[src/rtl/mem_access_unit_pkg.sv]
// rtl/mem_access_unit_pkg.sv - shared types, funct3 codes and access legality for the memory stage
package mem_access_unit_pkg;

   typedef enum logic [1:0] {
      IDLE = 2'd0,
      WAIT = 2'd1,
      DONE = 2'd2
   } mem_state_t;

   localparam logic [2:0] F3_B  = 3'b000;
   localparam logic [2:0] F3_H  = 3'b001;
   localparam logic [2:0] F3_W  = 3'b010;
   localparam logic [2:0] F3_BU = 3'b100;
   localparam logic [2:0] F3_HU = 3'b101;

   // Unsigned variants only exist for loads; stores may only use B/H/W.
   function automatic logic access_legal(
      input logic       rd,
      input logic       wr,
      input logic [2:0] f3,
      input logic [1:0] addr_lo
   );
      logic ok;
      case (f3)
         F3_B:    ok = 1'b1;
         F3_H:    ok = ~addr_lo[0];
         F3_W:    ok = (addr_lo == 2'b00);
         F3_BU:   ok = ~wr;
         F3_HU:   ok = ~wr & ~addr_lo[0];
         default: ok = 1'b0;
      endcase
      return ok & ~(rd & wr);
   endfunction

endpackage

[src/rtl/mem_access_unit_load_align.sv]
// rtl/mem_access_unit_load_align.sv - load lane select with sign/zero extension
module load_align
   import mem_access_unit_pkg::*;
(
   input  logic [31:0] rdata,
   input  logic [1:0]  addr,
   input  logic [2:0]  funct3,
   output logic [31:0] result
);

   logic [7:0]  byte_lane;
   logic [15:0] half_lane;

   always_comb begin
      byte_lane = rdata[{addr, 3'b000} +: 8];
      half_lane = addr[1] ? rdata[31:16] : rdata[15:0];
      case (funct3)
         F3_B:    result = {{24{byte_lane[7]}}, byte_lane};
         F3_H:    result = {{16{half_lane[15]}}, half_lane};
         F3_W:    result = rdata;
         F3_BU:   result = {24'h000000, byte_lane};
         F3_HU:   result = {16'h0000, half_lane};
         default: result = 32'h0000_0000;
      endcase
   end

endmodule

[src/rtl/mem_access_unit.sv]
// rtl/mem_access_unit.sv - RV32I memory stage, single outstanding req/ack data access
// Optional WAIT timeout enabled by defining MEM_TIMEOUT_EN.
module mem_access_unit
   import mem_access_unit_pkg::*;
#(
   parameter int TIMEOUT_CYCLES = 255
) (
   input  logic        clk,
   input  logic        reset,
   input  logic        ex_valid,
   input  logic        mem_read,
   input  logic        mem_write,
   input  logic [2:0]  funct3,
   input  logic [31:0] alu_result,
   input  logic [31:0] store_data,
   output logic        stall,
   output logic        wb_valid,
   output logic [31:0] wb_data,
   output logic        access_fault,
   output logic        dmem_req,
   output logic        dmem_we,
   output logic [31:0] dmem_addr,
   output logic [31:0] dmem_wdata,
   output logic [3:0]  dmem_be,
   input  logic        dmem_ack,
   input  logic [31:0] dmem_rdata
);

   mem_state_t  state;
   mem_state_t  state_n;
   logic        request;
   logic        legal;
   logic        accept;
   logic        bad_req;
   logic        expire;
   logic [3:0]  be_n;
   logic [31:0] wdata_n;
   logic [1:0]  addr_lo_q;
   logic [2:0]  funct3_q;
   logic [31:0] load_word;

   assign request = ex_valid & (mem_read | mem_write);
   assign legal   = access_legal(mem_read, mem_write, funct3, alu_result[1:0]);

   always_comb begin
      state_n = state;
      stall   = 1'b0;
      accept  = 1'b0;
      bad_req = 1'b0;
      case (state)
         IDLE: begin
            if (request) begin
               if (legal) begin
                  accept  = 1'b1;
                  stall   = 1'b1;
                  state_n = WAIT;
               end else begin
                  bad_req = 1'b1;
               end
            end
         end
         WAIT: begin
            stall = 1'b1;
            if (dmem_ack) begin
               state_n = DONE;
            end else if (expire) begin
               state_n = IDLE;
            end
         end
         DONE: begin
            state_n = IDLE;
         end
         default: begin
            state_n = IDLE;
         end
      endcase
   end

   always_ff @(posedge clk or posedge reset) begin
      if (reset) begin
         state <= IDLE;
      end else begin
         state <= state_n;
      end
   end

`ifdef MEM_TIMEOUT_EN
   localparam int CW = ($clog2(TIMEOUT_CYCLES + 1) > 8) ? $clog2(TIMEOUT_CYCLES + 1) : 8;

   logic [CW-1:0] tmo_cnt;

   // Ack in the expiry cycle takes priority, so expiry requires no ack.
   assign expire = (state == WAIT) && !dmem_ack && (tmo_cnt == CW'(TIMEOUT_CYCLES - 1));

   always_ff @(posedge clk or posedge reset) begin
      if (reset) begin
         tmo_cnt <= '0;
      end else if (accept) begin
         tmo_cnt <= '0;
      end else if ((state == WAIT) && !dmem_ack) begin
         tmo_cnt <= tmo_cnt + 1'b1;
      end
   end
`else
   localparam int unused_timeout_cycles = TIMEOUT_CYCLES;

   assign expire = 1'b0;
`endif

   // Sub-word stores replicate the data across lanes; the byte enables pick the target.
   always_comb begin
      be_n    = 4'b1111;
      wdata_n = 32'h0000_0000;
      if (mem_write) begin
         case (funct3[1:0])
            2'b00: begin
               be_n    = 4'b0001 << alu_result[1:0];
               wdata_n = {4{store_data[7:0]}};
            end
            2'b01: begin
               be_n    = 4'b0011 << {alu_result[1], 1'b0};
               wdata_n = {2{store_data[15:0]}};
            end
            default: begin
               be_n    = 4'b1111;
               wdata_n = store_data;
            end
         endcase
      end
   end

   load_align u_load_align (
      .rdata  (dmem_rdata),
      .addr   (addr_lo_q),
      .funct3 (funct3_q),
      .result (load_word)
   );

   always_ff @(posedge clk or posedge reset) begin
      if (reset) begin
         dmem_req     <= 1'b0;
         dmem_we      <= 1'b0;
         dmem_addr    <= 32'h0000_0000;
         dmem_wdata   <= 32'h0000_0000;
         dmem_be      <= 4'b0000;
         addr_lo_q    <= 2'b00;
         funct3_q     <= 3'b000;
         wb_data      <= 32'h0000_0000;
         access_fault <= 1'b0;
      end else begin
         access_fault <= bad_req | expire;
         if (accept) begin
            dmem_req   <= 1'b1;
            dmem_we    <= mem_write;
            dmem_addr  <= {alu_result[31:2], 2'b00};
            dmem_wdata <= wdata_n;
            dmem_be    <= be_n;
            addr_lo_q  <= alu_result[1:0];
            funct3_q   <= funct3;
         end else if ((state == WAIT) && (dmem_ack || expire)) begin
            dmem_req <= 1'b0;
         end
         if ((state == WAIT) && dmem_ack) begin
            wb_data <= dmem_we ? 32'h0000_0000 : load_word;
         end
      end
   end

   assign wb_valid = (state == DONE);

endmodule

[config.mk]
export PLATFORM = sky130hd
export DESIGN_NAME = mem_access_unit
export DESIGN_NICKNAME = d
export VERILOG_FILES = /design/src/rtl/mem_access_unit_pkg.sv /design/src/rtl/mem_access_unit_load_align.sv /design/src/rtl/mem_access_unit.sv
export SDC_FILE = /design/constraint.sdc
export NUM_CORES = 1
export LEC_CHECK = 0
export ABC_CLOCK_PERIOD_IN_PS = 12850
export CAP_MARGIN = 20
export CORE_ASPECT_RATIO = 0.7
export CORE_MARGIN = 3
export CORE_UTILIZATION = 46
export CTS_CLUSTER_SIZE = 16
export DETAILED_ROUTE_END_ITERATION = 10
export PLACE_DENSITY = 0.85
export SYNTH_ARGS = -nofsm -noshare
export SYNTH_HDL_FRONTEND = slang
export SYNTH_SLANG_ARGS = --single-unit
export TNS_END_PERCENT = 30
[constraint.sdc]
create_clock -name clk -period 12.85 [get_ports clk]
set_clock_uncertainty 0.15 [all_clocks]
set_input_delay 3.855 -clock clk [delete_from_list [all_inputs] [get_ports clk]]
set_output_delay 3.855 -clock clk [all_outputs]
set_load 0.01 [all_outputs]
==> results_dict.tcl, run 1 <==
set metrics [dict create \
    status "completed" \
    filler_cell_count 749 \
    max_freq_ghz 0.0999 \
    rows 31 \
    drive_above_1_share 0.144 \
    syn2layout_area_growth_pct 48.1 \
    grt_pass1_vias 4117 \
    synth_edf_count 0 \
    holdBufCountCts 0 \
    grt_pass1_wl_um 22300 \
    regArea_um2 2700 \
    avgRoutedWirePerCell_um 18.7 \
    dr.first_iter.drc_count 262 \
    drv_slew 0 \
    clkTransAtPathRegs_ns 0.07 \
    timing.critical_path.required_ns 8.84 \
    syn_avg_cell_area_um2 11.0 \
    htree_levels 3 \
    root_buffer "clkbuf_16" \
    initial_core_util 0.478 \
    crit_path_top_delay_cell "clkdlybuf4s50_1" \
    drt-total-wl_um 14600 \
    ctsResizeCount 0 \
    post-cts-setup-buffers 0 \
    fin_cells 784 \
    core_um2 10500 \
    ir_worst_vdd_uv 95.0 \
    power_density_nw_per_um2 181 \
    gr-total-overflow 0 \
    synth.distinct_cells 40 \
    nNetsFinal 752 \
    path_cells "clkdlybuf4s50_1 -> a221oi_2 -> o211ai_4 -> nand2_1 -> clkdlybuf4s50_1" \
    path_class "in2out" \
    grt_max_degree 88 \
    dp_hpwl_um 11200 \
    setup_viol 0 \
    cp_max_fo 15 \
    relSlewSlack 0.326 \
    worstSetupEndpointType "output pin" \
    critPathLaunchType "primary input" \
    drc 0 \
    hp-class "reg2reg" \
    synthFlopType "dfrtp_1" \
    syn_area_um2 5010 \
    antenna_found_initial 0 \
    postRouteAntennaNets 0 \
    hold_violations 0 \
    die_h_um 93.3 \
    gp_congestion 0.964 \
    ys_seq_area_frac 0.540 \
    async_flop_share 1.00 \
    clockBufferDepth 2 \
    slowest_delay_ns 0.81 \
    holdWs_ns 0.328 \
    cellLeakagePower_nw 3.26 \
    routed_via_density 5.39 \
    grt_use_total 0.238 \
    crit_arrival_ns 6.01 \
    die_area_um2 12200 \
    io_pins 210 \
    period_share 0.779 \
    synth_warnings 0 \
    fin_tns_setup_ns 0 \
    insertion_delay_ns 0.34 \
    crit_path_frequent_cell "clkdlybuf4s50_1" \
    numPortBuffers 207 \
    rsz0062_at_grt "false" \
    diodes 0 \
    numClockSinks 108 \
    max-cap-violations 0 \
    multi_input_area_um2 2110 \
    drtPass1Iterations 5 \
    min_period_ns 10.01 \
    die_w_um 131 \
    syn_inst 455 \
    num_vias 4225 \
    yosys_register_bits 108 \
    cts_buffers 9 \
    fin_util 0.708 \
    tritoncts "done" \
    dp_cells 767 \
    worst_pin_slew_ns 1.01 \
]
-- layer usage --
layer  vias to the layer above  part of all wire  GRT usage
li1                       1981                 -          -
met1                      2026              0.43      0.341
met2                       196              0.46      0.358
met3                        22             0.090     0.0656
met4                         0             0.019     0.0651
met5                         -                 0          0
-- layout make-up --
class | count | area share
flip-flops and latches | 108 | 0.364
repair buffers | 213 | 0.289
multi-input cells | 311 | 0.284
clock buffers | 9 | 0.0304
well taps | 132 | 0.0223
clock inverters | 7 | 0.00725
inverters | 4 | 0.00236
-- power breakdown --
| part | total, mW | internal, mW | switching [mW] | leakage, nW |
|---|---|---|---|---|
| combinational | 0.550 | 0.314 | 0.235 | 1.76 |
| sequential | 0.531 | 0.456 | 0.0749 | 1.36 |
| clock | 0.262 | 0.134 | 0.127 | 0.141 |
| total | 1.34 | 0.905 | 0.437 | 3.26 |
-- placed cells by master (no fill, tap or decap), types with 5 or more instances in the layout --
| master | synthesis | routed |
|---|---|---|
| clkdlybuf4s50_1 | 0 | 207 |
| dfrtp_1 | 108 | 108 |
| nand2_1 | 102 | 102 |
| mux2_2 | 43 | 43 |
| a22oi_1 | 35 | 35 |
| mux2i_1 | 27 | 27 |
| o21ai_0 | 26 | 26 |
| o21ai_2 | 19 | 19 |
| nor2_1 | 14 | 14 |
| a21oi_1 | 10 | 10 |
| clkbuf_16 | 0 | 9 |
| inv_6 | 0 | 5 |
-- path summary, 6_finish.rpt --
check                      startpoint        endpoint  slack, ns  depth (start not counted)
min                          dmem_req        dmem_req       0.33                          2
min in group asynchronous       reset   dmem_addr[11]       3.71                          2
max reg2reg                  state[1]      wb_data[1]      10.30                          6
max in group asynchronous       reset  dmem_wdata[31]       7.56                          3
max                         funct3[0]           stall       2.84                          5
min reg2reg                  dmem_req        dmem_req       0.33                          2
-- sequential cells by signal, summed over array words and instances, names as in the netlist --
name          count
state             2
dmem_wdata       32
dmem_addr        30
addr_lo_q         2
dmem_be           4
wb_data          32
dmem_req          1
access_fault      1
funct3_q          3
dmem_we           1
-- logic make-up (layout without fill, tap and decap cells) --
kind of cell | count (synthesis) | in the layout | share of synthesized area
AND/OR/NAND/NOR | 131 | 131 | 0.111
flip-flops | 108 | 108 | 0.540
AO/OA/AOI/OAI | 107 | 107 | 0.155
multiplexers | 70 | 70 | 0.151
buffers and inverters | 37 | 233 | 0.0415
other | 1 | 2 | 0.000749
XOR/XNOR | 1 | 1 | 0.00175
-- synth_stat cells, types with 3 or more instances --
master    number  area (um2)
dfrtp_1      108        2700
nand2_1      102         383
mux2_2        43         484
a22oi_1       35         263
mux2i_1       27         270
o21ai_0       26         130
o21ai_2       19         166
clkbuf_1      14        52.6
nor2_1        14        52.6
buf_2         11        55.1
a21oi_1       10        50.1
a222oi_1       4        40.0
nor2b_1        4        25.0
a221oi_1       3        26.3
inv_1          3        11.3
-- worst max-delay path, delay by kind of cell --
| family | cells | cell delay (ns) |
|---|---|---|
| buffers and inverters | 2 | 1.38 |
| AOI/OAI and AO/OA | 2 | 0.67 |
| and+or+nand+nor | 1 | 0.09 |
-- per-stage QoR --
step	worst slack, ns	area [um2]	total power [mW]
after floorplan	3.95	5010	0.760
after global placement	2.66	7100	1.07
after detailed placement	2.67	7110	1.09
after CTS	2.66	7390	1.35
after global routing	2.75	7420	1.42
final	2.84	7420	1.34
Power figures use the tool's default switching activity.
==> run 2: changes to the inputs <==
--- a/config.mk
+++ b/config.mk
@@ -5,14 +5,14 @@
 export SDC_FILE = /design/constraint.sdc
 export NUM_CORES = 1
 export LEC_CHECK = 0
-export ABC_CLOCK_PERIOD_IN_PS = 12850
+export ABC_CLOCK_PERIOD_IN_PS = 9200
 export CAP_MARGIN = 20
 export CORE_ASPECT_RATIO = 0.7
 export CORE_MARGIN = 3
-export CORE_UTILIZATION = 46
+export CORE_UTILIZATION = 39
 export CTS_CLUSTER_SIZE = 16
 export DETAILED_ROUTE_END_ITERATION = 10
-export PLACE_DENSITY = 0.85
+export PLACE_DENSITY = 0.77
 export SYNTH_ARGS = -nofsm -noshare
 export SYNTH_HDL_FRONTEND = slang
 export SYNTH_SLANG_ARGS = --single-unit
==> constraint.sdc (replaced) <==
create_clock -name clk -period 9.2 [get_ports clk]
set_clock_uncertainty 0.15 [all_clocks]
set_input_delay 2.76 -clock clk [delete_from_list [all_inputs] [get_ports clk]]
set_output_delay 2.76 -clock clk [all_outputs]
set_load 0.01 [all_outputs]
==> run 2 against run 1 <==
Against the previous run:
- via count about the same
- final cell count up 3.2%
- largest power group unchanged
- sequential share of layout area decreased by 0.18 points
- combinational power is 39% higher
- utilization fell by 9.2 points
- hold slack improved by 0.0018 ns
- first-iteration DRC count up 24%
- critical path type unchanged
- worst setup slack worse by 1.5 ns
==> results_dict.tcl, run 2 (same netlist as run 1, synthesis figures left out) <==
set metrics [dict create \
    syn2layout_area_growth_pct 48.9 \
    cp_max_fo 15 \
    busiest_layer "met2" \
    dp_hpwl_um 11300 \
    setup_ws_ns 1.38 \
    drc 0 \
    routed_via_density 5.22 \
    final_common_cell "clkdlybuf4s50_1" \
    status "completed" \
    die_h_um 101 \
    final_cell_mix "clkdlybuf4s50_1 (207), dfrtp_1 (108), nand2_1 (102)" \
    r2r-end "wb_data[17]" \
    max-cap-violations 0 \
    drtPass1Iterations 5 \
    min_period_ns 7.82 \
    antenna_found_initial 0 \
    r2r_start "state[1]" \
    htree_levels 3 \
    holdBufCountCts 0 \
    relSlewSlack 0.351 \
    crit_path_end "stall" \
    nNetsFinal 752 \
    die_w_um 141 \
    crit_arrival_ns 4.91 \
    setup_viol 0 \
    diodes 0 \
    io_pins 210 \
    cts_buffers 9 \
    tritoncts "done" \
    avgRoutedWirePerCell_um 18.4 \
    period_share 0.850 \
    drive_above_1_share 0.144 \
    grt_use_total 0.208 \
    clkTransAtPathRegs_ns 0.07 \
    post-cts-setup-buffers 0 \
    dr.first_iter.drc_count 325 \
    max_freq_ghz 0.128 \
    rrSetupSlack_ns 6.69 \
    die_area_um2 14300 \
    gp_congestion 0.915 \
    worstSetupEndpointType "output pin" \
    postRouteAntennaNets 0 \
    grt_pass1_wl_um 23100 \
    insertion_delay_ns 0.33 \
    finalPower_mw 1.90 \
    rsz0062_at_grt "false" \
    numPortBuffers 207 \
    grt_max_degree 88 \
    timing.critical_path.required_ns 6.29 \
    initial_core_util 0.414 \
    reg_top3 "dmem_wdata x32, wb_data x32, dmem_addr x30" \
    hp-class "reg2reg" \
    rows 33 \
    power_density_nw_per_um2 255 \
    drv_slew 0 \
    ir_worst_vdd_uv 141 \
    numClockSinks 108 \
    grt_use_met3 0.0503 \
    hold_violations 0 \
    num_vias 4223 \
    worst_pin_slew_ns 0.972 \
    ff2ff_path_depth 6 \
    core_um2 12100 \
    fin_tns_setup_ns 0 \
    crit_start "funct3[0]" \
    met2_usage 0.314 \
    use_met1 0.308 \
    cellLeakagePower_nw 3.26 \
    post-place-ws_ns 1.39 \
    ctsResizeCount 0 \
    path_class "in2out" \
    drt-total-wl_um 14900 \
    gr-total-overflow 0 \
    clockBufferDepth 2 \
    grt_pass1_vias 4187 \
    critPathLaunchType "primary input" \
    root_buffer "clkbuf_16" \
]
-- run 2: cell count changes in the layout (fill, tap and decap cells not counted), sizes merged --
cell | previous run | this run
inv | 9 | 8
bufinv | 0 | 1
clkinv | 2 | 1
clkinvlp | 0 | 1
-- run 2: critical path: stages --
cell	delay, ns
clkdlybuf4s50_1	0.80
a221oi_2	0.56
o211ai_4	0.12
nand2_1	0.10
clkdlybuf4s50_1	0.56
-- run 2: area by class of cell --
type	instances	area (um2)
Clock inverter	7	80.1
Clock buffer	9	225
Inverter	4	17.5
Timing Repair Buffer	213	2120
Multi-Input combinational cell	311	2110
Fill cell	1007	4640
Sequential cell	108	2700
Tap cell	157	196
-- run 2: worst min-delay path by stage --
stage,cells past startpoint,endpoint,from,slack [ns]
after floorplan,2,dmem_be[0],dmem_be[0],0.36
after detailed placement,2,dmem_wdata[23],dmem_wdata[23],0.32
after CTS,2,dmem_wdata[13],dmem_wdata[13],0.33
after global routing,2,dmem_wdata[13],dmem_wdata[13],0.36
after global placement,2,dmem_wdata[16],dmem_wdata[16],0.31
final,2,dmem_wdata[13],dmem_wdata[13],0.33
-- run 2: where the power goes --
group,internal (mW),switching (mW)
registers,0.637,0.102
clock network,0.216,0.177
logic,0.438,0.328
total,1.29,0.607
-- run 2: routing by layer --
layer,up-vias,wire length (um)
met5,-,0
met4,0,190
met3,22,1250
met2,183,6820
met1,2033,6640
li1,1985,-
-- run 2: metrics by stage --
stage / hold WS, ns / area, um2 / cells / util
CTS: 0.331 / 7460 / 809 / 0.616
global placement: 0.313 / 7140 / 792 / 0.590
detailed placement: 0.316 / 7150 / 793 / 0.591
floorplan: 0.364 / 5010 / 456 / -
global route: 0.360 / 7460 / 809 / 0.616
finish: 0.330 / 7460 / 809 / 0.616
==> run 3: changes to the inputs <==
--- a/config.mk
+++ b/config.mk
@@ -7,7 +7,7 @@
 export LEC_CHECK = 0
 export ABC_CLOCK_PERIOD_IN_PS = 9200
 export CAP_MARGIN = 20
-export CORE_ASPECT_RATIO = 0.7
+export CORE_ASPECT_RATIO = 1.2
 export CORE_MARGIN = 3
 export CORE_UTILIZATION = 39
 export CTS_CLUSTER_SIZE = 16
==> run 3 against run 2 <==
Against the previous run:
- highest routed layer unchanged
- flip-flop and latch count stayed put
- hold slack worse by 0.0022 ns
- via count is 0.17% higher
- global-route usage decreased by 0.76 points
- utilization is 1.0 points lower
==> results_dict.tcl, run 3 (same netlist as run 1, synthesis figures left out) <==
set metrics [dict create \
    timing.critical_path.required_ns 6.29 \
    rsz0062_at_grt "false" \
    fin_tns_setup_ns 0 \
    num_vias 4230 \
    grt_use_total 0.200 \
    drive_above_1_share 0.145 \
    syn2layout_area_growth_pct 49.3 \
    core_um2 12300 \
    initial_core_util 0.406 \
    drtPass1Iterations 5 \
    htree_levels 3 \
    cp_max_fo 3 \
    reg_top3 "dmem_wdata x32, wb_data x32, dmem_addr x30" \
    grt_pass1_wl_um 22100 \
    routed_via_density 5.20 \
    relSlewSlack 0.397 \
    numClockSinks 108 \
    ctsResizeCount 0 \
    drt-total-wl_um 14400 \
    min_period_ns 7.63 \
    post-cts-setup-buffers 0 \
    antenna_found_initial 0 \
    ir_worst_vdd_uv 137 \
    tritoncts "done" \
    grt_pass1_vias 4311 \
    max_freq_ghz 0.131 \
    drc 0 \
    clkTransAtPathRegs_ns 0.07 \
    dr.first_iter.drc_count 223 \
    avgRoutedWirePerCell_um 17.7 \
    diodes 0 \
    holdWs_ns 0.328 \
    gp_congestion 0.827 \
    holdBufCountCts 0 \
    final_cell_mix "clkdlybuf4s50_1 (207), dfrtp_1 (108), nand2_1 (102)" \
    postRouteAntennaNets 0 \
    power_density_nw_per_um2 254 \
    numPortBuffers 207 \
    cts_buffers 9 \
    critPathLaunchType "primary input" \
    crit_arrival_ns 4.72 \
    dp_hpwl_um 10900 \
    worst_pin_slew_ns 0.904 \
    worstSetupEndpointType "output pin" \
    io_pins 210 \
    root_buffer "clkbuf_16" \
    drv_slew 0 \
    grt_max_degree 88 \
    gr-total-overflow 0 \
    insertion_delay_ns 0.34 \
    die_area_um2 14200 \
    cellLeakagePower_nw 3.26 \
    final_common_cell "clkdlybuf4s50_1" \
    clockBufferDepth 2 \
    max-cap-violations 0 \
    status "completed" \
    rows 44 \
    rrSetupSlack_ns 6.67 \
    period_share 0.829 \
    setup_viol 0 \
    die_h_um 130 \
    path_class "in2out" \
    die_w_um 109 \
    hp-class "reg2reg" \
    nNetsFinal 753 \
    hold_violations 0 \
]
## run 3: critical path: stages
cell	delay [ns]
clkdlybuf4s50_1	0.48
nor3b_1	0.66
o211ai_4	0.15
nand2_1	0.11
clkdlybuf4s50_1	0.56
## run 3: where the power goes
| part | switching, mW | internal [mW] | leakage, nW | total (mW) |
|---|---|---|---|---|
| combinational | 0.321 | 0.438 | 1.76 | 0.759 |
| clock | 0.177 | 0.221 | 0.143 | 0.398 |
| sequential | 0.106 | 0.637 | 1.36 | 0.744 |
| total | 0.604 | 1.30 | 3.26 | 1.90 |
## run 3: worst paths after layout
path                                from              to  cells after the start
hold reg to reg            dmem_wdata[7]   dmem_wdata[7]                      2
max in group asynchronous          reset  dmem_wdata[22]                      3
hold / removal             dmem_wdata[7]   dmem_wdata[7]                      2
setup / recovery                ex_valid           stall                      5
min in group asynchronous          reset   dmem_addr[15]                      2
setup reg to reg                state[1]      wb_data[3]                      6
## run 3: per-layer routing
metal | up-vias | wire length [um] | share of wire | GRT usage
li1 | 1985 | - | - | -
met1 | 2008 | 5710 | 0.40 | 0.241
met2 | 200 | 6670 | 0.46 | 0.319
met3 | 37 | 1470 | 0.10 | 0.0688
met4 | 0 | 527 | 0.037 | 0.0976
met5 | - | 0 | 0 | 0
## run 3: through the flow
stage	worst slack, ns	total power [mW]	area, um2	instances	util
finish	1.57	1.90	7480	814	0.606
global route	1.45	2.01	7480	814	0.606
CTS	1.59	1.92	7480	814	0.606
detailed placement	1.60	1.52	7160	798	0.581
global placement	1.64	1.50	7150	797	0.580
floorplan	2.49	1.06	5010	456	-
## run 3: final cells by class
type,instances,area [um2]
Clock buffer,10,239
Clock inverter,6,72.6
Fill cell,1063,4860
Timing Repair Buffer,214,2130
Inverter,4,17.5
Multi-Input combinational cell,311,2110
Tap cell,161,201
Sequential cell,108,2700
==> patch 1 (config.mk and constraints of run 2) <==
Add a define of `MEM_TIMEOUT_EN`.
--- a/src/rtl/mem_access_unit.sv
+++ b/src/rtl/mem_access_unit.sv
@@ -1,5 +1,7 @@
 // rtl/mem_access_unit.sv - RV32I memory stage, single outstanding req/ack data access
 // Optional WAIT timeout enabled by defining MEM_TIMEOUT_EN.
+`define MEM_TIMEOUT_EN
+
 module mem_access_unit
    import mem_access_unit_pkg::*;
 #(
Function: no difference found for any inputs over 10 cycles, from zero or initial values and one cycle with reset high; that may be too few to reach the edited logic, so the function may still have changed.
==> patch 1 against run 2 <==
- cell count rose by 13%
- global-route usage is 0.71 points higher
- sequential cell count increased by 8
- synthesized area rose by 11%
- total power is 13% higher
- setup slack improved by 0.082 ns
- critical path depth unchanged
- fmax up 1.1%
- wire length is 12% higher
- final area up 11%
- critical path type unchanged
==> patch 1: results (changes against run 2) <==
CP Data Arrival Time 4.83 ns (-0.08 ns); cts repair resizes 0 (unchanged); fill cell count 1105 (+9.7%); status completed; top post-synthesis cells by count 116 x dfrtp_1, 102 x nand2_1, 38 x a22oi_1, 32 x mux2_4, 29 x o21ai_0; P_leak 3.73 nW (+15%); R2R setup slack 6.79 ns (+0.10 ns); first-pass GRT wire length 26800 um (+16%); worst-case clock buffer depth 2 (unchanged); internal power 1.49 mW (+15%); final WL 16700 um (+12%); critical hold path startpoint dmem_wdata[4]$_DFFE_PP0N_; GP Congestion 0.916 (+0.16%); FF-to-FF End wb_data[18]$_DFFE_PP0P_; FF-to-FF path depth 4 (-2); CP max stage delay 0.77 ns (-0.03 ns); TritonCTS buffer count 17 (+8); Pre-antenna DRT Iters 4 (-1); sequential cell area fraction in the yosys report 0.520 (-0.0193); 1st-iter DRT viols 204 (-37%); initial antenna violation count 1 (+1); CTS Root Cell clkbuf_16; top cells by area, synth dfrtp_1 52%, mux2_4 8.6%, nand2_1 6.9%; Place WS 1.45 ns (+0.0657 ns); H-tree depth 4 (+1); asr flop ratio synth 1.00 (unchanged); hpwl dp 12100 um (+6.4%); Post-CTS Setup Bufs 0 (unchanged); Final nets 823 (+9.4%); Worst Path Max Fanout 14 (-1); Worst Hold End dmem_wdata[4]$_DFFE_PP0N_; Hold Path Stages 2 (unchanged); Vias 4703 (+11%); vias in the first global route 4953 (+18%); max_slew headroom 0.281 (-0.0695); worst reg2reg startpoint addr_lo_q[1]$_DFFE_PP0N_; gr usage total 0.215 (+0.00710); largest net degree at the start of global routing 86 (-2.3%); layout cells sized above 1 0.110 (-0.0344); VDD IR max 0.156 mV (+10%); PortBufs 207 (unchanged); clk_lat worst skew 0.40 ns (+0.07 ns); count of different cell masters after synthesis 49 (+23%); clock transition at the registers of the reported paths 0.05 ns (-0.02 ns); Synth warnings 0 (unchanged)
[patch 1: cell types whose count changed after synthesis, sizes merged, moves of 3 or more]
cell / delta
mux2: -11
nor2: +11
a21oi: +9
dfrtp: +8
nand2b: +8
nor3: +7
inv: +6
nand3: +6
o21ai: +6
xnor2: +6
buf: +5
a222oi: -4
a22oi: +3
clkbuf: -3
[patch 1: logic make-up (layout without fill, tap and decap cells)]
logic type                 count (synthesis)  in the layout  share of synthesized area
AOI/OAI and AO/OA                        123            123                      0.142
xor gates and xnor gates                   8              8                     0.0139
adders and majority gates                  2              2                    0.00448
buffers and inverters                     45            254                     0.0478
DFF                                      116            116                      0.520
muxes                                     59             59                      0.135
other                                      1              3                   0.000672
and+or+nand+nor                          165            165                      0.137
[patch 1: metal layers]
layer  up-vias  share of wire  track usage  routed length, um
li1       2207              -            -                  -
met4         2          0.010       0.0581                173
met3        15           0.10       0.0827               1700
met5         -        0.00078            0                 13
met2       194           0.44        0.322               7390
met1      2285           0.44        0.291               7390
[patch 1: layout make-up]
cell class	instances	area share
antenna	1	0.000302
inverter	10	0.00483
clock buffer	20	0.0527
timing repair buffer	212	0.254
sequential	116	0.350
clock inverter	12	0.0187
tap	185	0.0279
multi-input combinational	359	0.291
[patch 1: power groups by stage]
stage	Sequential [mW]	Combinational (mW)	Clock, mW
detailed placement	0.771	0.705	0
CTS	0.767	0.708	0.678
finish	0.766	0.700	0.670
global placement	0.761	0.696	0
global route	0.786	0.763	0.704
floorplan	0.801	0.279	0
[patch 1: critical path: cells and delay by family]
kind / cells / cell delay [ns]
buf+inv: 2 / 1.33
compound gates: 3 / 0.73
[patch 1: through the flow]
stage | total power, mW | util | hold WS, ns | cell area, um^2 | std cells
after floorplan | 1.08 | - | 0.354 | 5580 | 520
after global placement | 1.46 | 0.567 | 0.313 | 7700 | 882
after detailed placement | 1.48 | 0.567 | 0.322 | 7700 | 882
after CTS | 2.15 | 0.611 | 0.334 | 8290 | 914
after global routing | 2.25 | 0.611 | 0.360 | 8290 | 914
final | 2.14 | 0.611 | 0.327 | 8290 | 915
[patch 1: how the worst max path moves through the flow]
stage | depth (start not counted) | to | start | slack, ns
final | 5 | stall | mem_write | 1.46
after global routing | 5 | stall | mem_write | 1.38
after CTS | 5 | stall | mem_write | 1.44
after detailed placement | 5 | stall | mem_write | 1.45
after global placement | 5 | stall | mem_write | 1.51
after floorplan | 6 | stall | funct3[0] | 2.46
==> patch 2 (config.mk and constraints of run 2) <==
Made on the original files. Put one more register stage on the output `access_fault`, without a reset. The value now appears one clock later. The other outputs are not delayed to match.
--- a/src/rtl/mem_access_unit.sv
+++ b/src/rtl/mem_access_unit.sv
@@ -25,6 +25,8 @@
    input  logic        dmem_ack,
    input  logic [31:0] dmem_rdata
 );
+
+   logic access_fault_s0;
 
    mem_state_t  state;
    mem_state_t  state_n;
@@ -146,9 +148,9 @@
          addr_lo_q    <= 2'b00;
          funct3_q     <= 3'b000;
          wb_data      <= 32'h0000_0000;
-         access_fault <= 1'b0;
+         access_fault_s0 <= 1'b0;
       end else begin
-         access_fault <= bad_req | expire;
+         access_fault_s0 <= bad_req | expire;
          if (accept) begin
             dmem_req   <= 1'b1;
             dmem_we    <= mem_write;
@@ -168,5 +170,9 @@
 
    assign wb_valid = (state == DONE);
 
+   always_ff @(posedge clk) begin
+      access_fault <= access_fault_s0;
+   end
+
 endmodule
 
Function: changed (Yosys sat finds a counterexample within 4 cycles, from zero or initial values and one cycle with reset high).
==> patch 2 against run 2 <==
- synthesized area is 0.40% higher
- setup slack better by 0.17 ns
- total power is 0.78% lower
- final area increased by 0.34%
- wire length increased by 0.45%
- sequential cell count grew 1
- non-clock buffer count up 1
- register-to-register slack got worse by 0.04 ns
- critical path type unchanged
==> patch 2: results (changes against run 2) <==
CP max stage delay 0.70 ns (-0.10 ns); R2R setup slack 6.65 ns (-0.04 ns); Worst Hold End access_fault$_DFF_P_; ys flop type dfrtp_1; Place WS 1.57 ns (+0.181 ns); clk_lat worst skew 0.34 ns; largest net degree at the start of global routing 88 (unchanged); CP Data Arrival Time 4.74 ns (-0.17 ns); layout cells sized above 1 0.145 (+0.00109); Worst Path Max Fanout 13 (-2); FF-to-FF End wb_data[3]$_DFFE_PP0P_; status completed; final WL 15000 um (+0.45%); top cells by area, synth dfrtp_1 54%, mux2_2 9.6%, nand2_1 7.6%; 1st-iter DRT viols 385 (+18%); Critical path origin mem_write; TritonCTS buffer count 9 (unchanged); VDD IR max 0.147 mV (+4.0%); ant diodes 0 (unchanged); switching pwr 608 uW (+0.30%); critical hold path startpoint access_fault_s0$_DFF_PP0_; GP Congestion 0.919 (+0.45%); count of different cell masters after synthesis 41 (+2.5%); asr flop ratio synth 0.991 (-0.00917); P_leak 3.27 nW (+0.42%); Hold Path Stages 0 (-2); Synth warnings 0 (unchanged); Worst Hold Class register to register; clock transition at the registers of the reported paths 0.07 ns (about the same); vias per inst 5.18 (-0.72%); gr usage total 0.209 (+0.00128); hpwl dp 11100 um (-1.8%); CP delay by family, top buffers and inverters; sequential cell area fraction in the yosys report 0.541 (+0.00183); Final nets 754 (+0.27%); Post-CTS Setup Bufs 0 (unchanged); DP Area 0.00720 mm^2 (+0.65%); H-tree depth 3 (unchanged); first-pass GRT wire length 23600 um (+1.8%); hold_ws 0.204 ns (-0.126 ns); worst-case clock buffer depth 2 (unchanged); vias in the first global route 4262 (+1.8%); worst reg2reg startpoint state[1]$_DFFE_PP0P_; Worst Tran Pin Value 0.942 ns (-0.0296 ns)
patch 2: final cells by class:
class / count / area, um^2
fill: 1034 / 5020
sequential: 109 / 2720
timing repair buffer: 214 / 2140
multi-input combinational: 311 / 2110
clock buffer: 10 / 239
tap: 162 / 203
clock inverter: 6 / 45.0
inverter: 4 / 17.5
patch 2: layer usage:
layer	routed length [um]	share of wire	vias up	track usage
li1	-	-	1988	-
met1	6790	0.45	2063	0.293
met3	1100	0.074	18	0.0564
met4	238	0.016	0	0.0546
met2	6840	0.46	160	0.323
met5	0	0	-	0
patch 2: worst max-delay path by stage:
stage,end,slack [ns],cells after the start
global placement,stall,1.63,5
global route,stall,1.44,5
CTS,stall,1.57,5
finish,stall,1.55,5
detailed placement,stall,1.57,5
floorplan,stall,2.49,6
patch 2: power groups by stage:
stage	registers (mW)	logic (mW)	clock network [mW]
5_1_grt	0.765	0.823	0.404
2_1_floorplan	0.808	0.259	0
4_1_cts	0.744	0.774	0.383
3_5_place_dp	0.751	0.771	0
6_report	0.743	0.768	0.372
3_3_place_gp	0.742	0.756	0
patch 2: logic make-up after synthesis:
logic type	after synthesis	synth area share
buffers and inverters	37	0.0413
AO/OA/AOI/OAI	107	0.154
other	1	0.000746
multiplexers	70	0.150
AND/OR/NAND/NOR	131	0.110
XOR/XNOR	1	0.00174
flip-flops	109	0.541
patch 2: per-stage QoR:
stage	std cells	utilization
floorplan	457	-
global placement	799	0.573
detailed placement	800	0.576
CTS	816	0.598
global route	816	0.598
finish	816	0.598
